===== src/rtl/mips_mem_host_pkg.sv =====
// Shared definitions for the MIPS memory host: controller states and the
// instruction word returned whenever no valid fetch is possible.
package mips_mem_host_pkg;

  typedef enum logic [1:0] {
    LOAD    = 2'd0,
    RELEASE = 2'd1,
    RUN     = 2'd2
  } state_t;

  localparam logic [31:0] NOP = 32'h0000_0000;

endpackage


===== src/rtl/mips_word_ram.sv =====
// Word-wide RAM with one synchronous write port and one asynchronous read port.
// Contents are deliberately not reset.
module mips_word_ram #(
  parameter int DEPTH = 64,
  localparam int AW = $clog2(DEPTH)
) (
  input  logic          clk,
  input  logic          we,
  input  logic [AW-1:0] waddr,
  input  logic [31:0]   wdata,
  input  logic [AW-1:0] raddr,
  output logic [31:0]   rdata
);

  logic [31:0] mem [DEPTH];

  always_ff @(posedge clk) begin
    if (we) mem[waddr] <= wdata;
  end

  assign rdata = mem[raddr];

endmodule


===== src/rtl/mips_mem_host.sv =====
// Program loader and memory host for a single-cycle MIPS core: streams a program
// into imem while holding the core in reset, then serves fetches and data accesses.
module mips_mem_host
  import mips_mem_host_pkg::*;
#(
  parameter int IMEM_WORDS = 64,
  parameter int DMEM_WORDS = 64
) (
  input  logic                          clk,
  input  logic                          reset,
  input  logic                          load_valid,
  input  logic [31:0]                   load_data,
  input  logic                          load_last,
  output logic                          load_ready,
  output logic                          core_reset,
  input  logic [31:0]                   pc,
  output logic [31:0]                   instr,
  input  logic [31:0]                   aluOut,
  input  logic [31:0]                   writeData,
  input  logic                          memWrite,
  output logic [31:0]                   readData,
  output logic [$clog2(IMEM_WORDS):0]   load_count,
  output logic                          align_err
);

  localparam int IAW = $clog2(IMEM_WORDS);
  localparam int DAW = $clog2(DMEM_WORDS);
  localparam int CW  = IAW + 1;
  localparam logic [CW-1:0] FULL = CW'(IMEM_WORDS);

  state_t      state;
  logic        xfer;
  logic        full;
  logic        fetch_ok;
  logic        d_in_range;
  logic        misaligned;
  logic        store_en;
  logic [31:0] fetch_limit;
  logic [31:0] imem_rdata;
  logic [31:0] dmem_rdata;

  assign full       = (load_count == FULL);
  assign load_ready = (state == LOAD) && !full;
  assign xfer       = load_valid && load_ready;
  assign core_reset = (state != RUN);

  always_ff @(posedge clk or negedge reset) begin
    if (!reset) begin
      state      <= LOAD;
      load_count <= '0;
    end else begin
      case (state)
        LOAD: begin
          if (xfer) begin
            load_count <= load_count + 1'b1;
            if (load_last || (load_count == FULL - 1'b1)) state <= RELEASE;
          end
        end
        RELEASE: state <= RUN;
        RUN:     state <= RUN;
        default: state <= LOAD;
      endcase
    end
  end

  // Only words actually loaded are fetchable; everything beyond reads as a nop.
  assign fetch_limit = {{(32-CW-2){1'b0}}, load_count, 2'b00};
  assign fetch_ok    = (state == RUN) && (pc < fetch_limit);
  assign instr       = fetch_ok ? imem_rdata : NOP;

  assign d_in_range = (aluOut[31:DAW+2] == '0);
  assign misaligned = (aluOut[1:0] != 2'b00);
  assign store_en   = (state == RUN) && memWrite && !misaligned && d_in_range;
  assign readData   = d_in_range ? dmem_rdata : NOP;

  always_ff @(posedge clk or negedge reset) begin
    if (!reset)                                      align_err <= 1'b0;
    else if ((state == RUN) && memWrite && misaligned) align_err <= 1'b1;
  end

  mips_word_ram #(.DEPTH(IMEM_WORDS)) u_imem (
    .clk   (clk),
    .we    (xfer),
    .waddr (load_count[IAW-1:0]),
    .wdata (load_data),
    .raddr (pc[IAW+1:2]),
    .rdata (imem_rdata)
  );

  mips_word_ram #(.DEPTH(DMEM_WORDS)) u_dmem (
    .clk   (clk),
    .we    (store_en),
    .waddr (aluOut[DAW+1:2]),
    .wdata (writeData),
    .raddr (aluOut[DAW+1:2]),
    .rdata (dmem_rdata)
  );

endmodule


===== config.mk =====
export PLATFORM = sky130hd
export DESIGN_NAME = mips_mem_host
export DESIGN_NICKNAME = d
export VERILOG_FILES = /design/src/rtl/mips_mem_host_pkg.sv /design/src/rtl/mips_word_ram.sv /design/src/rtl/mips_mem_host.sv
export SDC_FILE = /design/constraint.sdc
export NUM_CORES = 2
export LEC_CHECK = 0
export ABC_AREA = 1
export ABC_CLOCK_PERIOD_IN_PS = 6500
export CORE_ASPECT_RATIO = 2
export CORE_UTILIZATION = 42
export DETAILED_ROUTE_END_ITERATION = 8
export GPL_ROUTABILITY_DRIVEN = 0
export PLACE_DENSITY_LB_ADDON = 0.1
export SLEW_MARGIN = 40
export SYNTH_ARGS = -nofsm -noshare
export SYNTH_HDL_FRONTEND = slang
export SYNTH_HIERARCHICAL = 1
export SYNTH_SLANG_ARGS = --single-unit
export TNS_END_PERCENT = 5

===== constraint.sdc =====
create_clock -name clk -period 6.5 [get_ports clk]
set_clock_uncertainty 0.15 [all_clocks]
set_input_delay 0.975 -clock clk [delete_from_list [all_inputs] [get_ports clk]]
set_output_delay 0.975 -clock clk [all_outputs]
set_load 0.01 [all_outputs]

# ---- Word level (Yosys, flattened, before mapping)
# Memory sizes are Yosys's and may differ from the RTL's.
# Cells that the tools add are included.
dict set report word_totals {
  reg_bits 10
  latch_bits 0
  mem_bits_rw 4096
  rom_bits 0
  input_bits 133
  wordCells 39
  n_memories 2
}
# memory words width read_ports rd_clocked_by_memory_dff wr line
set mem_list {}
lappend mem_list {u_dmem.mem 64 32 1 0 1 mips_word_ram.sv:15} ;# logic [31:0] mem [DEPTH];
lappend mem_list {u_imem.mem 64 32 1 0 1 mips_word_ram.sv:15}
dict set report classes {
  addsub 1
  mul 0
  n_div 0
  magnitude_cmp 1
  eq_ne 7
  shifts 0
  n_mux 9
  bitwise 0
  reduce_logical 16
}
# op count
set op_table {}
lappend op_table {{$mux 32} 2}
lappend op_table {{$lt 32x9->1} 1}
lappend op_table {{$logic_not 24->1} 1}
lappend op_table {{$add 7x1->7 const B} 1}
lappend op_table {{$eq 7x6->1 const B} 1}
lappend op_table {{$eq 7x7->1 const B} 1}
lappend op_table {{$logic_and 1x1->1} 7}
lappend op_table {{$mux 1} 4}
lappend op_table {{$mux 2} 2}
lappend op_table {{$ne 2x1->1 const B} 2}
lappend op_table {{$pmux 2 s2} 1}
lappend op_table {{$reduce_and 2->1} 2}
lappend op_table {{$eq 2x1->1 const B} 1}
lappend op_table {{$eq 2x2->1 const B} 1}
lappend op_table {{$logic_not 1->1} 2}
lappend op_table {{$logic_not 2->1} 1}
lappend op_table {{$ne 2x2->1 const B} 1}
lappend op_table {{$reduce_bool 2->1} 1}
lappend op_table {{$reduce_or 2->1} 1}
lappend op_table {{$logic_or 1x1->1} 1}

# ---- Logic depth before layout (Yosys ltp)
dict set report logic_depth {
  depth_word 6
  mapped_depth 15
}

# ---- Modules after synthesis
# Netlist, hierarchy kept.
# module n_inst cells_each area_per_inst_um2 seq_area_each_um2
set modules_own_cells {}
lappend modules_own_cells {mips_word_ram 2 6737 82097.5 61499.0}
lappend modules_own_cells {mips_mem_host 1 288 1557.7 250.2}

# ---- Worst setup path before layout
# Ideal clock, no wire load.
dict set report synth_timing {
  path_kind {input-to-reg}
  start {input aluOut[11]}
  end {memory u_dmem.mem[48][0], enable pin}
  setup_ns 0.502
  t_arrival_ns 5.117
  t_required_ns 5.848
  slack_ns 0.730
  stages 7
  path_buffers 1
  path_cell_list {nor2_1 -> nand4_1 -> nand3b_1 -> nor2_1 -> clkbuf_1 -> nand4_1 -> nor4_1}
}
dict set report synth_via {
  elab_chain_cells 4
}
# item line
set synth_rtl {}
lappend synth_rtl {{start: declaration} mips_mem_host.sv:18} ;# input logic [31:0] aluOut,
lappend synth_rtl {{$logic_not 24->1} mips_mem_host.sv:71} ;# assign d_in_range = (aluOut[31:DAW+2] == '0);
lappend synth_rtl {{$logic_and 1x1->1} mips_mem_host.sv:73} ;# assign store_en = (state == RUN) && memWrite && !misaligned && d_in_range;
lappend synth_rtl {{via store_en} mips_mem_host.sv:37} ;# logic store_en;
lappend synth_rtl {{$mux 1} mips_word_ram.sv:18} ;# if (we) mem[waddr] <= wdata;
lappend synth_rtl {{$mux 1 (implied by the code)} mips_word_ram.sv:18}
lappend synth_rtl {{end: declaration} mips_word_ram.sv:15}
# The timed path passes the listed nets, and every way through them passes these cells.

# ---- Worst setup path in the final report
dict set report layout_timing {
  start {input aluOut[2]}
  end {output readData[0]}
}
dict set report layout_via {
  elab_chain_cells 2
}
# item line
set layout_rtl {}
lappend layout_rtl {{$mem_v2 64x32} --}
lappend layout_rtl {{via dmem_rdata[0]} mips_mem_host.sv:40} ;# logic [31:0] dmem_rdata;
lappend layout_rtl {{$mux 32} mips_mem_host.sv:74} ;# assign readData = d_in_range ? dmem_rdata : NOP;
lappend layout_rtl {{end: declaration} mips_mem_host.sv:21} ;# output logic [31:0] readData,
# The timed path passes the listed nets, and every way through them passes these cells.

==> run metrics <==
H-tree depth=5; flop2flop setup slack=2.37 ns; ANT nets after route=0; Rel. slew slack=39.7%; Worst-path clk slew=0.06 ns; RSZ-0062 raised after global routing=no; Mapped Cells=13.8k; # setup viols final=0; Final Power=53.9 mW; CTS Buf Count=373; Top-Level Pins=207; Ys Warns=6; nets@finish=14.0k; Async S/R FF share, synth=0.244%; Initial DRC Count=8514; Reg power frac=53.9%; CP startpoint=aluOut[2]; power density cells=290 nW/um^2; Detailed Place HPWL=296 mm; post-synthesis sequential area ratio=74.4%; die width=446 um; Max Cap Violations=0; vias in the first global route=105k; Cell variety after synth=31; DR WL/cell=25.7 um; post-route insts no fill=19.4k; Arr. time, crit path=4.35 ns; DIE AREA=397000 um^2; I/O Buffers=204; CTS tree=yes; clk_lat worst skew=0.92 ns; EDFF count, synth=4096; routed wire length=498 mm; Syn Nets=13.9k; CP Capture Type=output port; Area growth syn-to-layout=12.4%; final hold vios=0; total number of vias=107k; Register-to-Register Path Depth=11; share of total power in combinational logic=5.9%; CTS Sinks=4106; Seq cells post-synth=4106; crit start category=input pin; clock share of power=40.1%; Total GRT Usage=24.6%; Avg Cell Area, Syn=12.0 um^2; root buf cell=clkbuf_16; Rows=325; Worst Hold Class=register to register; largest net degree at the start of global routing=163; vias per inst=5.54; Critical Path End=readData[0]; CP Data Required Time=5.37 ns; Final min period=5.48 ns; Hold WS=0.341 ns; DRC=0; Initial Utilization=42.3%; Final period util=84.3%; core area=392000 um^2; Worst Max-Slew Pin Slew=0.904 ns; outcome=completed; clk buf depth=4; max-slew violation count=0; first-pass iteration count of the detailed router=6; # placed instances=18.7k; Syn Std Cell Area=166000 um^2; share of post-route cells with drive strength above 1=8.09%; worst r2r src=load_count[0]; grt total ovfl=0; setup TNS=0 ns; first-pass GRT wire length=720 mm; Most used DFF post-synth=edfxtp_1; Die H=890 um; CP max FO=103; Worst R2R End=u_imem/mem[15][17]; FMAX=183 MHz; peak supply drop=0.000251 V; cell leakage power=64.9 nW; WS Path Type=input pin to output port; Pint=41.8 mW; initial antenna violation count=31; NetSw=12.2 mW; sw frac=22.5%
==> through the flow <==
step	setup WS, ns	util, %	area, um^2
after floorplan	0.730	-	166000
after global placement	0.934	44.5	174000
after detailed placement	1.02	44.5	175000
after CTS	1.01	47.5	186000
after global routing	0.875	47.5	186000
final	1.02	47.5	186000
==> flip-flops by register name, indices dropped and copies added, names as in the netlist <==
name / flops
u_dmem/mem: 2048
u_imem/mem: 2048
load_count: 7
state: 2
align_err: 1
==> worst min-delay path by stage <==
stage	end	cells after the start	startpoint
finish	align_err	1	align_err
global route	align_err	1	align_err
CTS	u_dmem/mem[24][1]	1	writeData[1]
detailed placement	align_err	1	align_err
global placement	align_err	1	align_err
floorplan	state[0]	2	state[0]
==> area by class of cell <==
cell class                      count  area [um^2]
Timing Repair Buffer              582         5860
Tap cell                         5232         6550
Clock inverter                    214         1810
Multi-Input combinational cell   8640        38500
Sequential cell                  4106       123000
Clock buffer                      459         9830
Fill cell                       34700       206000
Antenna cell                       16         40.0
Inverter                          111          493
==> synthesized netlist by cell type, types with 16 or more instances <==
| master | count | area [um^2] |
|---|---|---|
| nor2_1 | 181 | 679 |
| buf_4 | 90 | 676 |
| buf_2 | 565 | 2830 |
| nor4_1 | 16 | 100 |
| clkbuf_1 | 157 | 589 |
| nand2_1 | 4543 | 17100 |
| buf_1 | 80 | 300 |
| nor2_2 | 28 | 175 |
| nand3_1 | 3822 | 19100 |
| edfxtp_1 | 4096 | 123000 |
| nand4_1 | 21 | 131 |
| inv_1 | 104 | 390 |
==> worst max-delay path, stage by stage <==
cell and delay [ns]:
buf_8 0.25, buf_16 0.34, buf_12 0.40, nand2_1 0.09, nand3_1 0.11, nand3_1 0.20, nand3_1 0.18, nand3_1 0.15
nand2_1 0.27, nand2_1 0.11, nand2_1 0.19, inv_1 0.07, nor2_1 0.20, clkdlybuf4s50_1 0.59
==> per-layer routing <==
layer	routed length [um]	global-route usage (%)	share of wire, %
met5	53	0	0.011
met4	24700	11.5	5.0
met3	22500	2.57	4.5
met2	276000	47.2	55
met1	175000	26.7	35
==> repair_timing <==
action | in CTS | in global routing
hold buffers | 1 | 0
hold endpoints to repair | 10 | 0
buffers inserted | 0 | 0
gates resized for setup | 0 | 0
==> cell usage in the layout (no fill, tap or decap), drive strengths merged, types with 16 or more instances in the layout <==
master         count
nand2           4544
buf              454
clkbuf           459
nand4             21
nor2             212
clkinv           169
clkdlybuf4s50    127
nand3           3823
bufinv            29
nor4              16
inv              118
edfxtp          4096
diode             16
==> cell families after synthesis <==
kind of cell	synth area share, %
buf+inv	3.00
flops	74.4
simple gates	22.5
xor+xnor	0.0106
compound gates	0.0257
fa+ha+maj	0.0755
==> power groups by stage <==
| stage | logic (mW) | registers [mW] | clock network, mW |
|---|---|---|---|
| 2_1_floorplan | 1.75 | 29.7 | 0 |
| 3_3_place_gp | 3.16 | 29.7 | 0 |
| 3_5_place_dp | 3.22 | 29.7 | 0 |
| 4_1_cts | 3.22 | 29.1 | 22.1 |
| 5_1_grt | 3.48 | 29.1 | 23.0 |
| 6_report | 3.19 | 29.1 | 21.7 |
(Power assumes the default switching activity.)
